File: src/rtl/osc_line_scanner.sv
// Scans a snapshot of the display store, line by line and LSB first, onto the OSC pin.
// Define OSC_DOTDASH_EN to shape each bit period as a Williams-tube dot (0) or dash (1).
module osc_line_scanner #(
    parameter int WORD_LENGTH = 32,
    parameter int N_LINES     = 32,
    parameter int CLK_DIV     = 4,
    parameter int GAP_BITS    = 1,
    parameter int SYNC_BITS   = 2
) (
    input  logic                           CLK,
    input  logic                           RST_N,
    input  logic                           EN,
    input  logic [N_LINES*WORD_LENGTH-1:0] b_FRAME,
    output logic                           OSC,
    output logic                           OSC_LINE_SYNC,
    output logic                           OSC_FRAME_SYNC,
    output logic                           FRAME_DONE,
    output logic [$clog2(N_LINES):0]       LINE_IDX,
    output logic [$clog2(WORD_LENGTH):0]   BIT_IDX,
    output logic                           BUSY
);
    localparam int LW = $clog2(N_LINES) + 1;
    localparam int BW = $clog2(WORD_LENGTH) + 1;
    localparam int CW = (CLK_DIV > 1) ? $clog2(CLK_DIV) : 1;
    localparam int PW = $clog2(SYNC_BITS + GAP_BITS + 1) + 1;

`ifdef OSC_DOTDASH_EN
    localparam int QD = CLK_DIV / 4;
    if (CLK_DIV % 4 != 0) begin : g_clk_div_check
        $error("osc_line_scanner: CLK_DIV must be a multiple of 4 for dot/dash output");
    end
`endif

    typedef enum logic [1:0] {
        IDLE = 2'd0,
        SYNC = 2'd1,
        DATA = 2'd2,
        GAP  = 2'd3
    } state_t;

    state_t                         state_q, state_d;
    logic [CW-1:0]                  cnt_q, cnt_d;
    logic [PW-1:0]                  per_q, per_d;
    logic [LW-1:0]                  line_q, line_d;
    logic [BW-1:0]                  bit_q, bit_d;
    logic [N_LINES*WORD_LENGTH-1:0] shadow_q, shadow_d;
    logic                           osc_q, line_sync_q, frame_sync_q, frame_done_q, busy_q;
    logic [LW-1:0]                  line_idx_q;
    logic [BW-1:0]                  bit_idx_q;
    logic                           tick_s, last_bit_s, last_line_s, gap_last_s;
    logic                           frame_end_s, snap_s, osc_s, data_bit_s;
    logic [WORD_LENGTH-1:0]         line_word_s;

    // Position decodes shared by the sequencer and the output logic.
    always_comb begin
        tick_s      = (cnt_q == CW'(CLK_DIV - 1));
        last_bit_s  = (bit_q == BW'(WORD_LENGTH - 1));
        last_line_s = (line_q == LW'(N_LINES - 1));
        gap_last_s  = (per_q == PW'(GAP_BITS - 1));
        frame_end_s = tick_s && last_line_s &&
                      ((GAP_BITS == 0) ? ((state_q == DATA) && last_bit_s)
                                       : ((state_q == GAP) && gap_last_s));
        snap_s      = EN && ((state_q == IDLE) || frame_end_s);
    end

    // Sequencer next-state: tick counter, period/bit/line counters and the frame snapshot.
    always_comb begin
        state_d  = state_q;
        per_d    = per_q;
        line_d   = line_q;
        bit_d    = bit_q;
        shadow_d = snap_s ? b_FRAME : shadow_q;
        if ((state_q == IDLE) || tick_s) begin
            cnt_d = '0;
        end else begin
            cnt_d = cnt_q + CW'(1);
        end
        case (state_q)
            IDLE: begin
                if (EN) begin
                    state_d = SYNC;
                    per_d   = '0;
                    line_d  = '0;
                    bit_d   = '0;
                end else begin
                    state_d = IDLE;
                end
            end
            SYNC: begin
                if (tick_s && (per_q == PW'(SYNC_BITS - 1))) begin
                    state_d = DATA;
                    per_d   = '0;
                end else if (tick_s) begin
                    per_d = per_q + PW'(1);
                end else begin
                    per_d = per_q;
                end
            end
            DATA: begin
                if (tick_s && !last_bit_s) begin
                    bit_d = bit_q + BW'(1);
                end else if (tick_s && frame_end_s) begin
                    bit_d   = '0;
                    line_d  = '0;
                    state_d = EN ? SYNC : IDLE;
                end else if (tick_s && (GAP_BITS > 0)) begin
                    bit_d   = '0;
                    state_d = GAP;
                end else if (tick_s) begin
                    bit_d  = '0;
                    line_d = line_q + LW'(1);
                end else begin
                    bit_d = bit_q;
                end
            end
            GAP: begin
                if (tick_s && !gap_last_s) begin
                    per_d = per_q + PW'(1);
                end else if (tick_s && frame_end_s) begin
                    per_d   = '0;
                    line_d  = '0;
                    state_d = EN ? SYNC : IDLE;
                end else if (tick_s) begin
                    per_d   = '0;
                    line_d  = line_q + LW'(1);
                    state_d = DATA;
                end else begin
                    per_d = per_q;
                end
            end
            default: begin
                state_d = IDLE;
            end
        endcase
    end

    // Video level for the current cycle; it reaches the pin one edge later.
    always_comb begin
        line_word_s = shadow_q[int'(line_q)*WORD_LENGTH +: WORD_LENGTH];
        data_bit_s  = line_word_s[bit_q[BW-2:0]];
        if (state_q == DATA) begin
`ifdef OSC_DOTDASH_EN
            osc_s = data_bit_s ? (cnt_q < CW'(3*QD)) : (cnt_q < CW'(QD));
`else
            osc_s = data_bit_s;
`endif
        end else begin
            osc_s = 1'b0;
        end
    end

    // State registers and registered outputs.
    always_ff @(posedge CLK or negedge RST_N) begin
        if (!RST_N) begin
            state_q      <= IDLE;
            cnt_q        <= '0;
            per_q        <= '0;
            line_q       <= '0;
            bit_q        <= '0;
            shadow_q     <= '0;
            osc_q        <= 1'b0;
            line_sync_q  <= 1'b0;
            frame_sync_q <= 1'b0;
            frame_done_q <= 1'b0;
            busy_q       <= 1'b0;
            line_idx_q   <= '0;
            bit_idx_q    <= '0;
        end else begin
            state_q      <= state_d;
            cnt_q        <= cnt_d;
            per_q        <= per_d;
            line_q       <= line_d;
            bit_q        <= bit_d;
            shadow_q     <= shadow_d;
            osc_q        <= osc_s;
            line_sync_q  <= (state_q == DATA) && (bit_q == '0) && (cnt_q == '0);
            frame_sync_q <= (state_q == SYNC) && (per_q == '0) && (cnt_q == '0);
            frame_done_q <= frame_end_s;
            busy_q       <= (state_q != IDLE);
            line_idx_q   <= line_q;
            bit_idx_q    <= bit_q;
        end
    end

    assign OSC            = osc_q;
    assign OSC_LINE_SYNC  = line_sync_q;
    assign OSC_FRAME_SYNC = frame_sync_q;
    assign FRAME_DONE     = frame_done_q;
    assign BUSY           = busy_q;
    assign LINE_IDX       = line_idx_q;
    assign BIT_IDX        = bit_idx_q;

endmodule

File: config.mk
export PLATFORM = sky130hd
export DESIGN_NAME = osc_line_scanner
export DESIGN_NICKNAME = d
export VERILOG_FILES = /design/src/rtl/osc_line_scanner.sv
export SDC_FILE = /design/constraint.sdc
export NUM_CORES = 1
export LEC_CHECK = 0
export CORE_AREA = 4 4 406 408
export CTS_CLUSTER_DIAMETER = 120
export DETAILED_ROUTE_END_ITERATION = 10
export DIE_AREA = 0 0 410 412
export MAX_ROUTING_LAYER = met4
export PLACE_DENSITY = 0.55
export SKIP_CTS_REPAIR_TIMING = 1
export SLEW_MARGIN = 20
export SYNTH_ARGS = -nofsm -noshare
export SYNTH_HDL_FRONTEND = slang
export SYNTH_SLANG_ARGS = --single-unit
File: constraint.sdc
create_clock -name CLK -period 8.5 [get_ports CLK]
set_clock_uncertainty 0.2 [all_clocks]
set_input_delay 1.7 -clock CLK [delete_from_list [all_inputs] [get_ports CLK]]
set_output_delay 1.7 -clock CLK [all_outputs]
set_load 0.02 [all_outputs]
; Word-level counts from Yosys, hierarchy flattened
; Index checks and enable logic that the tools add are counted.
[word_totals]
regBits = 1060
in_bits = 1027
out_inout_bits = 17
wordCells = 95
[classes]
add_sub_neg = 4
order_cmp = 1
n_eq_ne = 17
shifts = 1
muxes = 31
n_reduce_logical = 28
[ops]
columns = operator, n
row1 = $shiftx 1024x12->32, 1
row2 = $mux 6, 9
row3 = $mux 3, 6
row4 = $pmux 6 s3, 1
row5 = $mux 2, 8
row6 = $add 6x1->6 const B, 2
row7 = $eq 6x5->1 const B, 2
row8 = $logic_and 1x1->1, 12
row9 = $pmux 6 s2, 1
row10 = $pmux 3 s3, 1
row11 = $ne 2x2->1 const B, 4
row12 = $ne 4x2->1 const B, 2
row13 = $pmux 2 s4, 1
row14 = $eq 2x2->1 const B, 3
row15 = $logic_not 6->1, 1
row16 = $lt 5x6->1 const B, 1
row17 = $ne 3x2->1 const B, 2
row18 = $reduce_and 6->1, 1
row19 = $reduce_bool 3->1, 2
row20 = $bmux 1 s5, 1
row21 = $reduce_and 5->1, 1
row22 = $logic_not 2->1, 2
row23 = $reduce_and 4->1, 1
row24 = $reduce_bool 2->1, 2
row25 = 11 further kinds, 15

; Longest topological paths before layout
[logic_depth]
ltp_word = 7
ltp_mapped = 13
depth_no_buf = 9

; Least setup slack after synthesis
; Ideal clock, no wire load.
[synth_timing]
path_kind = input-to-reg
start = input EN
end = register shadow_q[711]
setup_time_ps = 125
t_arrival_ps = 2938
t_required_ps = 8175
setup_slack_ps = 5238
cell_stages = 5
n_path_buf = 3
cell_sequence = o21ai_1 -> buf_2 -> clkbuf_1 -> buf_2 -> mux2_2
[synth_between]
elab_chain_len = 1
[synth_rtl]
columns = item, line_no
row1 = from (decl), 12  ; input logic EN,
row2 = $logic_and 1x1->1, 63  ; snap_s = EN && ((state_q == IDLE) || frame_end_s);
row3 = to (signal assigned), 174  ; shadow_q <= shadow_d;
row4 = to (decl), 46  ; logic [N_LINES*WORD_LENGTH-1:0] shadow_q, shadow_d;
; Every way passes these cells.
; A chain may end at the register's enable or synchronous reset.

; Worst setup path in the final report
[layout_timing]
start = register line_q[2]
end = register shadow_q[449]
[layout_between]
elab_chain_len = 5
[layout_rtl]
columns = item, line_no
row1 = from (decl), 44  ; logic [LW-1:0] line_q, line_d;
row2 = from (signal assigned), 172  ; line_q <= line_d;
row3 = $eq 6x5->1, 58  ; last_line_s = (line_q == LW'(N_LINES - 1));
row4 = $logic_and 1x1->1 (2 in series), 60  ; frame_end_s = tick_s && last_line_s &&
row5 = via frame_end_s, 51  ; logic frame_end_s, snap_s, osc_s, data_bit_s;
row6 = $logic_or 1x1->1, 63
row7 = $logic_and 1x1->1, 63
; The timed path passes the listed nets, and every way through them passes these cells.

==> impl_summary.md <==
Outcome
The run finished with clean final reports.

Logic synthesis
The share of the Yosys chip area taken by registers is 0.5554. After technology mapping, the gate count stands at 2988. Of the total synthesized cell area, the portion taken by AND, OR, NAND and NOR gates is 0.01438. The number of different library cells used by synthesis comes to 64. The synthesis-stage register bit count is 1060. The compound-gate portion of the synthesized area is 0.02693.

The cell accounting for the most synthesized area is sky130_fd_sc_hd__dfrtp_1. Of the total synthesized cell area, the portion taken by full adders, half adders and majority gates is 0.003144. The number of enable-type register cells in the synthesized netlist is 0. The async set-reset flop share out of synthesis is 1.000. The most common cell in the synthesized netlist is sky130_fd_sc_hd__dfrtp_1. The cell area that synthesis handed to floorplanning was 47760 um2.

The count of yosys warnings during synthesis is 0. By area the synthesized netlist is led by sky130_fd_sc_hd__dfrtp_1 (56%), sky130_fd_sc_hd__mux2_2 (24%), sky130_fd_sc_hd__mux4_2 (11%). Counting every net in the synthesized netlist gives 4027. The combinational family with the most area after synthesis is multiplexers. Of the post-synthesis cell area, the part taken by muxes is 0.3776. The area fraction of the dominant cell type after synthesis is 0.5554. Counting instances in the post-synthesis netlist gives the leading cell types as sky130_fd_sc_hd__dfrtp_1 (1060), sky130_fd_sc_hd__mux2_2 (1034), sky130_fd_sc_hd__mux4_2 (241).

The most used flip-flop cell after synthesis is sky130_fd_sc_hd__dfrtp_1. The mean instance size in the synthesized netlist is 15.98 um2. Of the total synthesized cell area, the portion taken by XOR and XNOR cells is 0.

Placed design
The pre-CTS worst setup slack is 3.855 ns. Counting tap cells, the placed design contains a total of 6044 instances. The cell area after placement is 60520 um2. After legalization and detailed placement, the total HPWL measured 144800 um.

Routability-driven placement finished with a final weighted congestion of 0.8355. The quantity of I/O buffers inserted on ports is 1043.

Detailed routing
The count of antenna-violating nets left after detailed routing is 0. The average wire length per cell after detail routing is 30.18 um. The first detailed-routing pass ran for 5 iterations. The via density per instance is 4.900. In the routed design, unresolved DRC markers number 0. The routed layout has 31178 vias. After the first detailed-routing iteration, the DRC count stood at 1853. The aggregate routed wire length is 192000 um.

GRT
In the global route stage, overall resource usage came out at 0.2292. The global-route wire length before repair is 263500 um. Entering global routing, the biggest net connects 175 pins. The via count of the first global-routing pass was 33429. The initial antenna violation count was 113. Global routing finished with a remaining overflow of 0.

Floorplan
The floorplan step set the die height to 412 um. The initial standard-cell utilization of the core is 0.2954. The floorplan die width is 410 um. The core area is 161700 um2. The row count is 148. The die covers 168900 um2. The number of ports placed on the die boundary is 1044.

Timing
The minimum period implied by the final worst setup slack is 4.693 ns. The count of final max-slew check failures is 0. The transition time at the pin with the least slew margin is 1.136 ns.

The normalized max-slew margin is 0.2393. Setup violations remaining at the end of the flow were counted as 0. The number of hold violations in the final report is 0. Summed over all failing endpoints, the final setup total negative slack is 0 ns.

Setup repair after global routing left no endpoint under its margin. Across all hold checks on the routed design, the worst slack comes to 0.2645 ns. The least setup slack across all paths after layout is 3.807 ns. The upper clock frequency limit is 0.2131 GHz.

Of the available clock period, the critical path in the final layout requires 0.5521.

Power
The maximum vdd drop is 0.1837 mV. The share of total power in sequential cells is 0.443. The share of total power dissipated in combinational logic is 0.054. The internal power of the cells totals 8.864 mW. In this run the power density over the cells is 174.9 nW/um2. The completed layout was analyzed and its total power is 11.39 mW. The switching power total is 2.530 mW. Of the total power, the clock network draws 0.503.

Of the total power, the share spent switching nets is 0.2221. The reported leakage power is 29.87 nW.

Clocking
The number of levels in the clock H-tree is 4. The clock transition at the register clock pins on the worst setup and hold paths after CTS is 0.06 ns. The maximum clock insertion buffer count is 3. The clock latency on the worst-skew pair is 0.75 ns. Clock tree synthesis selected as its root buffer the cell sky130_fd_sc_hd__clkbuf_16. Counting the buffers created by CTS gives 130. The total number of clock tree sinks is 1060. TritonCTS built the clock tree.

Setup path
The required time of the critical path is 8.93 ns. The register-to-register path setup slack is 3.81 ns. The logic depth of the worst register-to-register path is 9. The category of the critical setup timing path is reg -> reg. The endpoint identified for the worst register-to-register timing path is shadow_q[449].

Along the worst path, the maximum fanout reaches 143. Tracing the worst setup path back leads to its startpoint at line_q[2]. The worst register-to-register path begins at line_q[2].

The worst setup path endpoint is shadow_q[449]. Data arrives at the worst endpoint at 5.12 ns. The critical path launch point type is a flop. STA classifies the critical path endpoint as a flop.

Cells and area
Summing all flip-flop and latch instances after layout gives 26540 um2. Leaving out filler cells and counting taps, the final layout contains 6363. The area growth from synthesis to layout is 36.41%. The design area is 65150 um2.

The area of the multi-input gates is 20180 um2. The final net count is 5040. The final core utilization is 0.4030. The number of filler instances in the final layout is 15157. The share of cells above drive strength 1 is 0.3764.

Worst hold path
The tightest min-delay check is of the reg -> reg type.

Run
The number of maximum-capacitance constraint violations is 0.
[worst min path at each step]
| stage | cells after the start | endpoint | from |
|---|---|---|---|
| 2_1_floorplan | 0 | LINE_IDX[2] | line_q[2] |
| 4_1_cts | 1 | cnt_q[0] | cnt_q[0] |
| 6_report | 1 | cnt_q[0] | cnt_q[0] |
| 5_1_grt | 1 | cnt_q[0] | cnt_q[0] |
| 3_3_place_gp | 1 | cnt_q[0] | cnt_q[0] |
| 3_5_place_dp | 1 | cnt_q[0] | cnt_q[0] |
[placed cells by master, fill, tap and decap left out, drive strengths merged, types with 3 or more instances in the layout]
cell / instances
dfrtp: 1060
clkdlybuf4s50: 1042
mux2: 1034
mux4: 241
clkbuf: 186
mux2i: 96
diode: 91
buf: 49
nand2: 46
inv: 31
o21ai: 28
nor2: 25
clkinv: 19
a22oi: 18
o221ai: 16
o22ai: 16
a21oi: 16
a221oi: 16
nand3: 15
ha: 12
nor2b: 12
a22o: 9
bufinv: 9
nand2b: 8
and2: 7
a211oi: 7
nand4: 7
o31ai: 7
a31oi: 6
nor3: 5
o22a: 5
o211ai: 4
a32oi: 3
o21a: 3
clkinvlp: 3
[area by class of cell]
cell class,count,share of cell area
flip-flops and latches,1060,0.4074
clock buffers,186,0.05795
multi-input cells,1698,0.3098
repair buffers,1091,0.1687
diodes,91,0.003496
clock inverters,42,0.009603
well taps,2175,0.04177
inverters,20,0.001191
[critical path: stages (launching register included)]
cell and delay (ns):
sky130_fd_sc_hd__dfrtp_4 0.66, sky130_fd_sc_hd__buf_4 0.54, sky130_fd_sc_hd__and2_1 0.81, sky130_fd_sc_hd__nand2_1 0.19, sky130_fd_sc_hd__nor4_2 0.30, sky130_fd_sc_hd__buf_4 0.22, sky130_fd_sc_hd__o21ai_4 0.08, sky130_fd_sc_hd__buf_12 0.22
sky130_fd_sc_hd__buf_12 0.32, sky130_fd_sc_hd__mux2_2 0.51
[power groups by stage]
stage	registers (mW)	logic (mW)	clock network, mW
detailed placement	5.14	0.622	0
CTS	5.05	0.625	5.91
global placement	5.14	0.621	0
finish	5.05	0.611	5.74
global route	5.04	0.659	6.12
floorplan	5.14	0.00538	0
[flip-flops by register name (all words and copies together), names as in the netlist]
| name | count |
|---|---|
| cnt_q | 2 |
| OSC_FRAME_SYNC | 1 |
| shadow_q | 1024 |
| BUSY | 1 |
| BIT_IDX | 6 |
| LINE_IDX | 6 |
| bit_q | 6 |
| OSC | 1 |
| line_q | 6 |
| OSC_LINE_SYNC | 1 |
| per_q | 3 |
| state_q | 2 |
| FRAME_DONE | 1 |
[per-layer routing]
layer  vias up  GRT usage  share of wire  wire, um
li1      13466          -              -         -
met5         -          -              0         0
met1     16616     0.2805           0.42     79960
met3       210    0.06588          0.067     12930
met4         0    0.05700          0.020      3831
met2       886     0.3747           0.50     95320
[logic make-up after synthesis]
logic type / Yosys count
simple gates: 139
mux: 1371
buf+inv: 230
fa+ha+maj: 12
compound gates: 176
flops: 1060
Note: power is estimated with default switching activity, not from simulation.
